### config.mk
export PLATFORM = sky130hd
export DESIGN_NAME = blink_pattern_generator
export DESIGN_NICKNAME = d
export VERILOG_FILES = /design/src/rtl/blink_pattern_generator.sv
export SDC_FILE = /design/constraint.sdc
export NUM_CORES = 1
export LEC_CHECK = 0
export CORE_MARGIN = 4
export CORE_UTILIZATION = 60
export DETAILED_ROUTE_END_ITERATION = 16
export PLACE_DENSITY_LB_ADDON = 0.2
export SYNTH_ARGS = -nofsm -noshare
export SYNTH_HDL_FRONTEND = slang
export SYNTH_SLANG_ARGS = --single-unit
export TNS_END_PERCENT = 100
### constraint.sdc
create_clock -name i_clock -period 3.4 [get_ports i_clock]
set_input_delay 0.51 -clock i_clock [delete_from_list [all_inputs] [get_ports i_clock]]
set_output_delay 0.51 -clock i_clock [all_outputs]
set_load 0.01 [all_outputs]
### src/rtl/blink_pattern_generator.sv
// blink_pattern_generator
//   Synthetic camera-line source for bring-up of the blinking-point frequency
//   measurement path. Produces a pixel stream (dark pixels, then colour pixels
//   containing three blinking point windows) together with the start/stop pair
//   expected by the measurement manager.
//
// Ports
//   i_clock         system clock
//   i_reset         synchronous, active-high reset
//   i_go            pulse; begins a run when idle
//   i_abort         pulse; ends a run early (START/RUN only)
//   i_duration      run length in clock cycles, sampled on accepted go (0 -> 1)
//   i_freq_select   bit n picks POINTn_FREQUENCY1 for point n, sampled on go
//   o_pixel_clock   pixel clock, period PIXEL_DIVIDER cycles
//   o_data          pixel value
//   o_start         high exactly while in START
//   o_stop          high exactly while in STOP
//   o_busy          high in every state except IDLE
//   o_line_count    completed lines in the current run (wraps)
//
// state   | meaning
// S_IDLE  | waiting for go; pixel path parked
// S_START | start pulse, pixel stream and blink phases running
// S_RUN   | pixel stream running for the latched duration
// S_STOP  | stop level held, pixel path parked, then back to idle
module blink_pattern_generator #(
  parameter int CLOCK_FREQUENCY        = 100000000,
  parameter int PIXEL_DIVIDER          = 4,
  parameter int TAP_DARK_PIXELS_COUNT  = 16,
  parameter int TAP_COLOR_PIXELS_COUNT = 1024,
  parameter int PIXEL0_INDEX           = 2,
  parameter int PIXEL1_INDEX           = 256,
  parameter int PIXEL2_INDEX           = 768,
  parameter int POINT_WIDTH_PIXEL      = 32,
  parameter int POINT0_FREQUENCY0      = 5000,
  parameter int POINT0_FREQUENCY1      = 10000,
  parameter int POINT1_FREQUENCY0      = 15000,
  parameter int POINT1_FREQUENCY1      = 20000,
  parameter int POINT2_FREQUENCY0      = 25000,
  parameter int POINT2_FREQUENCY1      = 30000,
  parameter int ON_LEVEL               = 200,
  parameter int OFF_LEVEL              = 20,
  parameter int BACKGROUND_LEVEL       = 10,
  parameter int DARK_LEVEL             = 0,
  parameter int START_PULSE_CYCLES     = 4,
  parameter int STOP_HOLD_CYCLES       = 64
) (
  input  logic        i_clock,
  input  logic        i_reset,
  input  logic        i_go,
  input  logic        i_abort,
  input  logic [31:0] i_duration,
  input  logic [2:0]  i_freq_select,
  output logic        o_pixel_clock,
  output logic [7:0]  o_data,
  output logic        o_start,
  output logic        o_stop,
  output logic        o_busy,
  output logic [15:0] o_line_count
);

  typedef enum logic [1:0] {S_IDLE, S_START, S_RUN, S_STOP} state_t;

  localparam logic [15:0] DIV_LAST  = 16'(PIXEL_DIVIDER - 1);
  localparam logic [15:0] DIV_HALF  = 16'(PIXEL_DIVIDER / 2);
  localparam logic [15:0] LINE_LAST = 16'(TAP_DARK_PIXELS_COUNT + TAP_COLOR_PIXELS_COUNT);

  // Half-periods in clock cycles for both frequency choices of each point.
  localparam logic [31:0] HALF0 [3] = '{
    32'(CLOCK_FREQUENCY / (2 * POINT0_FREQUENCY0)),
    32'(CLOCK_FREQUENCY / (2 * POINT1_FREQUENCY0)),
    32'(CLOCK_FREQUENCY / (2 * POINT2_FREQUENCY0))};
  localparam logic [31:0] HALF1 [3] = '{
    32'(CLOCK_FREQUENCY / (2 * POINT0_FREQUENCY1)),
    32'(CLOCK_FREQUENCY / (2 * POINT1_FREQUENCY1)),
    32'(CLOCK_FREQUENCY / (2 * POINT2_FREQUENCY1))};

  state_t      r_state, w_state_nxt;
  logic [31:0] r_tmr, w_tmr_nxt;
  logic [31:0] r_dur;
  logic [2:0]  r_fsel;
  logic [15:0] r_div;
  logic [15:0] r_idx, w_idx_nxt;
  logic [15:0] r_line;
  logic [7:0]  r_data, w_level;
  logic [31:0] r_cnt [3];
  logic [31:0] w_cnt_nxt [3];
  logic [2:0]  r_phase, w_phase_nxt;
  logic        w_running, w_stay_running;

  function automatic logic in_window(input int idx, input int offset);
    int lo;
    lo = TAP_DARK_PIXELS_COUNT + offset;
    return (idx >= lo) && (idx < lo + POINT_WIDTH_PIXEL);
  endfunction

  // Window priority: point0 > point1 > point2.
  function automatic logic [7:0] pixel_level(input logic [15:0] idx, input logic [2:0] ph);
    int i;
    i = int'(idx);
    if (i < TAP_DARK_PIXELS_COUNT)     return 8'(DARK_LEVEL);
    else if (in_window(i, PIXEL0_INDEX)) return ph[0] ? 8'(ON_LEVEL) : 8'(OFF_LEVEL);
    else if (in_window(i, PIXEL1_INDEX)) return ph[1] ? 8'(ON_LEVEL) : 8'(OFF_LEVEL);
    else if (in_window(i, PIXEL2_INDEX)) return ph[2] ? 8'(ON_LEVEL) : 8'(OFF_LEVEL);
    else                                 return 8'(BACKGROUND_LEVEL);
  endfunction

  assign w_running = (r_state == S_START) || (r_state == S_RUN);
  assign w_stay_running = w_running && ((w_state_nxt == S_START) || (w_state_nxt == S_RUN));

  // Sequencing: one shared down-counter times START, RUN and STOP.
  always_comb begin
    w_state_nxt = r_state;
    w_tmr_nxt   = r_tmr;
    case (r_state)
      S_IDLE: begin
        if (i_go) begin
          w_state_nxt = S_START;
          w_tmr_nxt   = 32'(START_PULSE_CYCLES - 1);
        end
      end
      S_START: begin
        if (i_abort) begin
          w_state_nxt = S_STOP;
          w_tmr_nxt   = 32'(STOP_HOLD_CYCLES - 1);
        end else if (r_tmr == 32'd0) begin
          w_state_nxt = S_RUN;
          w_tmr_nxt   = r_dur - 32'd1;
        end else begin
          w_tmr_nxt = r_tmr - 32'd1;
        end
      end
      S_RUN: begin
        if (i_abort || (r_tmr == 32'd0)) begin
          w_state_nxt = S_STOP;
          w_tmr_nxt   = 32'(STOP_HOLD_CYCLES - 1);
        end else begin
          w_tmr_nxt = r_tmr - 32'd1;
        end
      end
      S_STOP: begin
        if (r_tmr == 32'd0) w_state_nxt = S_IDLE;
        else                w_tmr_nxt   = r_tmr - 32'd1;
      end
      default: w_state_nxt = S_IDLE;
    endcase
  end

  // Blink phases and the value of the next pixel. The new pixel is coloured
  // with the phase that takes effect on the same edge.
  always_comb begin
    for (int n = 0; n < 3; n++) begin
      w_cnt_nxt[n]   = r_cnt[n];
      w_phase_nxt[n] = r_phase[n];
      if (w_running) begin
        if (r_cnt[n] == (r_fsel[n] ? HALF1[n] : HALF0[n]) - 32'd1) begin
          w_cnt_nxt[n]   = 32'd0;
          w_phase_nxt[n] = ~r_phase[n];
        end else begin
          w_cnt_nxt[n] = r_cnt[n] + 32'd1;
        end
      end
    end
    w_idx_nxt = (r_idx == LINE_LAST) ? 16'd0 : r_idx + 16'd1;
    w_level   = pixel_level(w_idx_nxt, w_phase_nxt);
  end

  always_ff @(posedge i_clock) begin
    if (i_reset) begin
      r_state <= S_IDLE;
      r_tmr   <= '0;
      r_dur   <= '0;
      r_fsel  <= '0;
      r_div   <= '0;
      r_idx   <= '0;
      r_line  <= '0;
      r_data  <= '0;
      r_cnt   <= '{default: '0};
      r_phase <= '0;
    end else begin
      r_state <= w_state_nxt;
      r_tmr   <= w_tmr_nxt;
      if ((r_state == S_IDLE) && i_go) begin
        r_dur   <= (i_duration == 32'd0) ? 32'd1 : i_duration;
        r_fsel  <= i_freq_select;
        r_div   <= '0;
        r_idx   <= '0;
        r_line  <= '0;
        r_data  <= 8'(DARK_LEVEL);
        r_cnt   <= '{default: '0};
        r_phase <= 3'b111;
      end else if (w_stay_running) begin
        r_cnt   <= w_cnt_nxt;
        r_phase <= w_phase_nxt;
        if (r_div == DIV_LAST) begin
          r_div  <= '0;
          r_idx  <= w_idx_nxt;
          r_data <= w_level;
          if (r_idx == LINE_LAST) r_line <= r_line + 16'd1;
        end else begin
          r_div <= r_div + 16'd1;
        end
      end else begin
        // Leaving the run or parked: pixel path held; line count kept.
        r_div  <= '0;
        r_idx  <= '0;
        r_data <= 8'(DARK_LEVEL);
      end
    end
  end

  assign o_pixel_clock = (r_div >= DIV_HALF);
  assign o_data        = r_data;
  assign o_start       = (r_state == S_START);
  assign o_stop        = (r_state == S_STOP);
  assign o_busy        = (r_state != S_IDLE);
  assign o_line_count  = r_line;

endmodule

==> reports/qor.yml <==
grt_pass1_wl_um: 54090
cpPeakStageDelay_ps: 590
numCtsBuffers: 24
fmax_mhz: 308.2
cts-root-buf: "clkbuf_16"
die-area_mm2: 0.02281
drt_iter0_drc: 976
dp_hpwl_um: 22760
die_h_um: 151.0
worstPathArrival_ps: 3670
ff2ff_setup_slack_ps: 150
yosys.cell_types.count: 82
worst_slew_pin_slew_ps: 576.8
ys_top_cells_by_area: "dfxtp_1 (36%), nor2_1 (5.6%), xor2_1 (5.0%)"
postRouteAntennaNets: 0
drc: 0
cts.sinks: 220
seq_area_frac_synth_pct: 35.88
synth.avg_cell_area_um2: 7.981
coreArea_mm2: 0.02017
worstPathCellList: "inv_1 > ha_1 > nor2_1 > o31a_1 > a21boi_0 > or3_1 > buf_4 > a2111oi_0 > xnor2_1 > nor2_1"
min_path_cells: 1
period_needed_ps: 3245
criticalPathCategory: "flop to flop"
synthTopCellsByCount: "dfxtp_1 (220), nor2_1 (182), nand2_1 (100)"
fin_cells: 1874
die_x_um: 151.0
synthArstFlopShare_pct: 0
outcome: "completed"
finalPower_mw: 10.16
clock_path_buffers: 3
drive_gt1_share_pct: 8.042
synth-edff-count: 0
drtPass1Iterations: 6
start_kind: "flop"
intPower_mw: 6.065
drv_slew: 0
rows: 52
gp_congestion: 0.9014
syn_to_final_growth_pct: 15.94
post_drt_wl_per_cell_um: 17.59
grt_use_total_pct: 28.43
synth_seq_cells: 220
synth_top_area_share_pct: 35.88
placed_cells: 1829
clk_pin_slew_ps: 60
drt_wl_total_um: 32960
sw_frac_of_total_pct: 40.32
cts_max_level: 1
syn_area_mm2: 0.01227
antenna_found_initial: 0
combPwrFrac_pct: 42.5
postLayoutCellArea_mm2: 0.01423
r2r-end: "r_cnt[53]"
crit_fanout: 8
synthCells: 1538
rr_worst_depth: 10
hold_viol: 0
power.density_mw_per_mm2: 714.0
finalSetupViolCount: 0
worstReg2RegStart: "r_state[0]"
yosysTopAreaCell: "dfxtp_1"
clk_latency_ps: 530
fillCellCount: 1666
synthFlopType: "dfxtp_1"
p_leak_nw: 4.833
num-nets-final: 1641
overflow: 0
vias_per_cell: 6.308
clock_skew_ps: 12.95
synth.most_common_cell: "dfxtp_1"
grt_start_max_net_pins: 37
tritoncts: "yes"
crit_path_top_delay_cell: "or3_1"
io_pins: 67
worst_ep_required_time_ps: 3820
finalCritPeriodShare_pct: 95.44
p_seq_share_pct: 28.7
maxCapViolations: 0
place_area_mm2: 0.01331
crit_top_cell: "nor2_1"
hold_start: "o_data[3]"
ys.warnings.count: 0
fin_tns_setup_ps: 0
vias: 11821
hold_path.class: "flop to flop"
start_util_pct: 60.86
switchingPower_mw: 4.097
slew_headroom_pct: 61.45
grt_pass1_vias: 10805
crit_path_end_kind: "flop"
peakVddDrop_v: 0.0006234
antennaDiodeCount: 0
io_buffer_count: 64
clockPowerShare_pct: 28.8
hold_end: "o_data[3]"
==> how the worst max path moves through the flow <==
stage,start,endpoint,slack (ps),cells past startpoint
3_5_place_dp,i_go,r_cnt[53],60,9
3_3_place_gp,i_abort,o_line_count[15],140,8
5_1_grt,r_tmr[0],r_cnt[31],-6,12
2_1_floorplan,r_state[1],o_line_count[15],370,11
4_1_cts,r_state[0],o_line_count[15],190,9
6_report,r_state[0],r_cnt[53],150,10
==> layer usage <==
metal,vias to the layer above,GRT usage [%],share of wire (%)
met2,409,44.94,45
met1,5597,40.34,45
met3,65,3.890,6.9
li1,5750,-,-
met5,-,0,0
met4,0,9.066,3.0
==> power by group through the flow <==
stage	registers [mW]	logic (mW)	clock network [mW]
finish	2.92	4.32	2.92
global route	2.94	4.67	3.06
CTS	2.91	4.19	2.96
detailed placement	2.97	4.16	0
global placement	2.96	4.10	0
floorplan	2.91	2.83	0
==> worst max-delay path: cells and delay by family, from the launching register on <==
kind	cells	cell delay (ps)
simple gates	3	940
compound gates	3	890
flops	1	450
buf+inv	2	370
fa+ha+maj	1	310
xor+xnor	1	180
==> metrics by stage <==
stage | util (%) | setup slack [ps] | hold WS, ps
floorplan | - | 365.2 | 439.3
global placement | 66.01 | 143.3 | 459.9
detailed placement | 66.01 | 59.84 | 461.9
CTS | 70.37 | 188.3 | 474.8
global route | 70.56 | -6.026 | 503.9
finish | 70.56 | 154.9 | 477.0
==> registers in the layout, summed over array words and instances, names as in the netlist <==
register      flops
r_cnt            96
r_dur            32
r_tmr            32
o_line_count     16
r_div            16
r_idx            16
o_data            4
r_fsel            3
r_phase           3
r_state           2
==> cell families (layout without fill, tap and decap cells) <==
group	count (synthesis)	count (layout)	synth area share, %
compound gates	340	340	17.93
other cells	1	2	0.03055
mux	3	3	0.2548
xor+xnor	136	136	9.704
fa+ha+maj	15	15	1.529
flops	220	220	35.88
buf+inv	135	200	4.608
simple gates	688	688	30.06
==> cell usage in the layout (no fill, tap or decap), drive strengths merged, types with 11 or more instances in the layout <==
master / netlist / final
or3: 49 / 49
a21oi: 98 / 98
clkbuf: 67 / 29
and3: 18 / 18
nand2: 100 / 100
buf: 34 / 59
clkdlybuf4s50: 0 / 64
o21ai: 92 / 92
or4: 18 / 18
dfxtp: 220 / 220
ha: 15 / 15
xor2: 70 / 70
a22o: 32 / 32
nand4: 60 / 60
nand3: 63 / 63
inv: 34 / 34
and4: 15 / 15
o31ai: 11 / 11
o2111ai: 18 / 18
nor3: 59 / 59
nor4: 55 / 55
nor2: 182 / 182
xnor2: 66 / 66
==> what timing repair did <==
item                                    4_1_cts  5_1_grt
setup buffers                                 0        2
endpoints found under the setup margin        0       23
gates resized for setup                       0        7
hold buffers                                  0        0
==> layout make-up <==
| cell class | count | area (um2) | share of cell area, % |
|---|---|---|---|
| clock buffers | 29 | 619.3 | 4.352 |
| repair buffers | 123 | 1134 | 7.966 |
| multi-input cells | 1184 | 7350 | 51.64 |
| flip-flops and latches | 220 | 4404 | 30.95 |
| clock inverters | 14 | 259.0 | 1.820 |
| inverters | 34 | 127.6 | 0.8968 |
| well taps | 270 | 337.8 | 2.374 |
No activity file was read; power rests on OpenSTA's default activity.
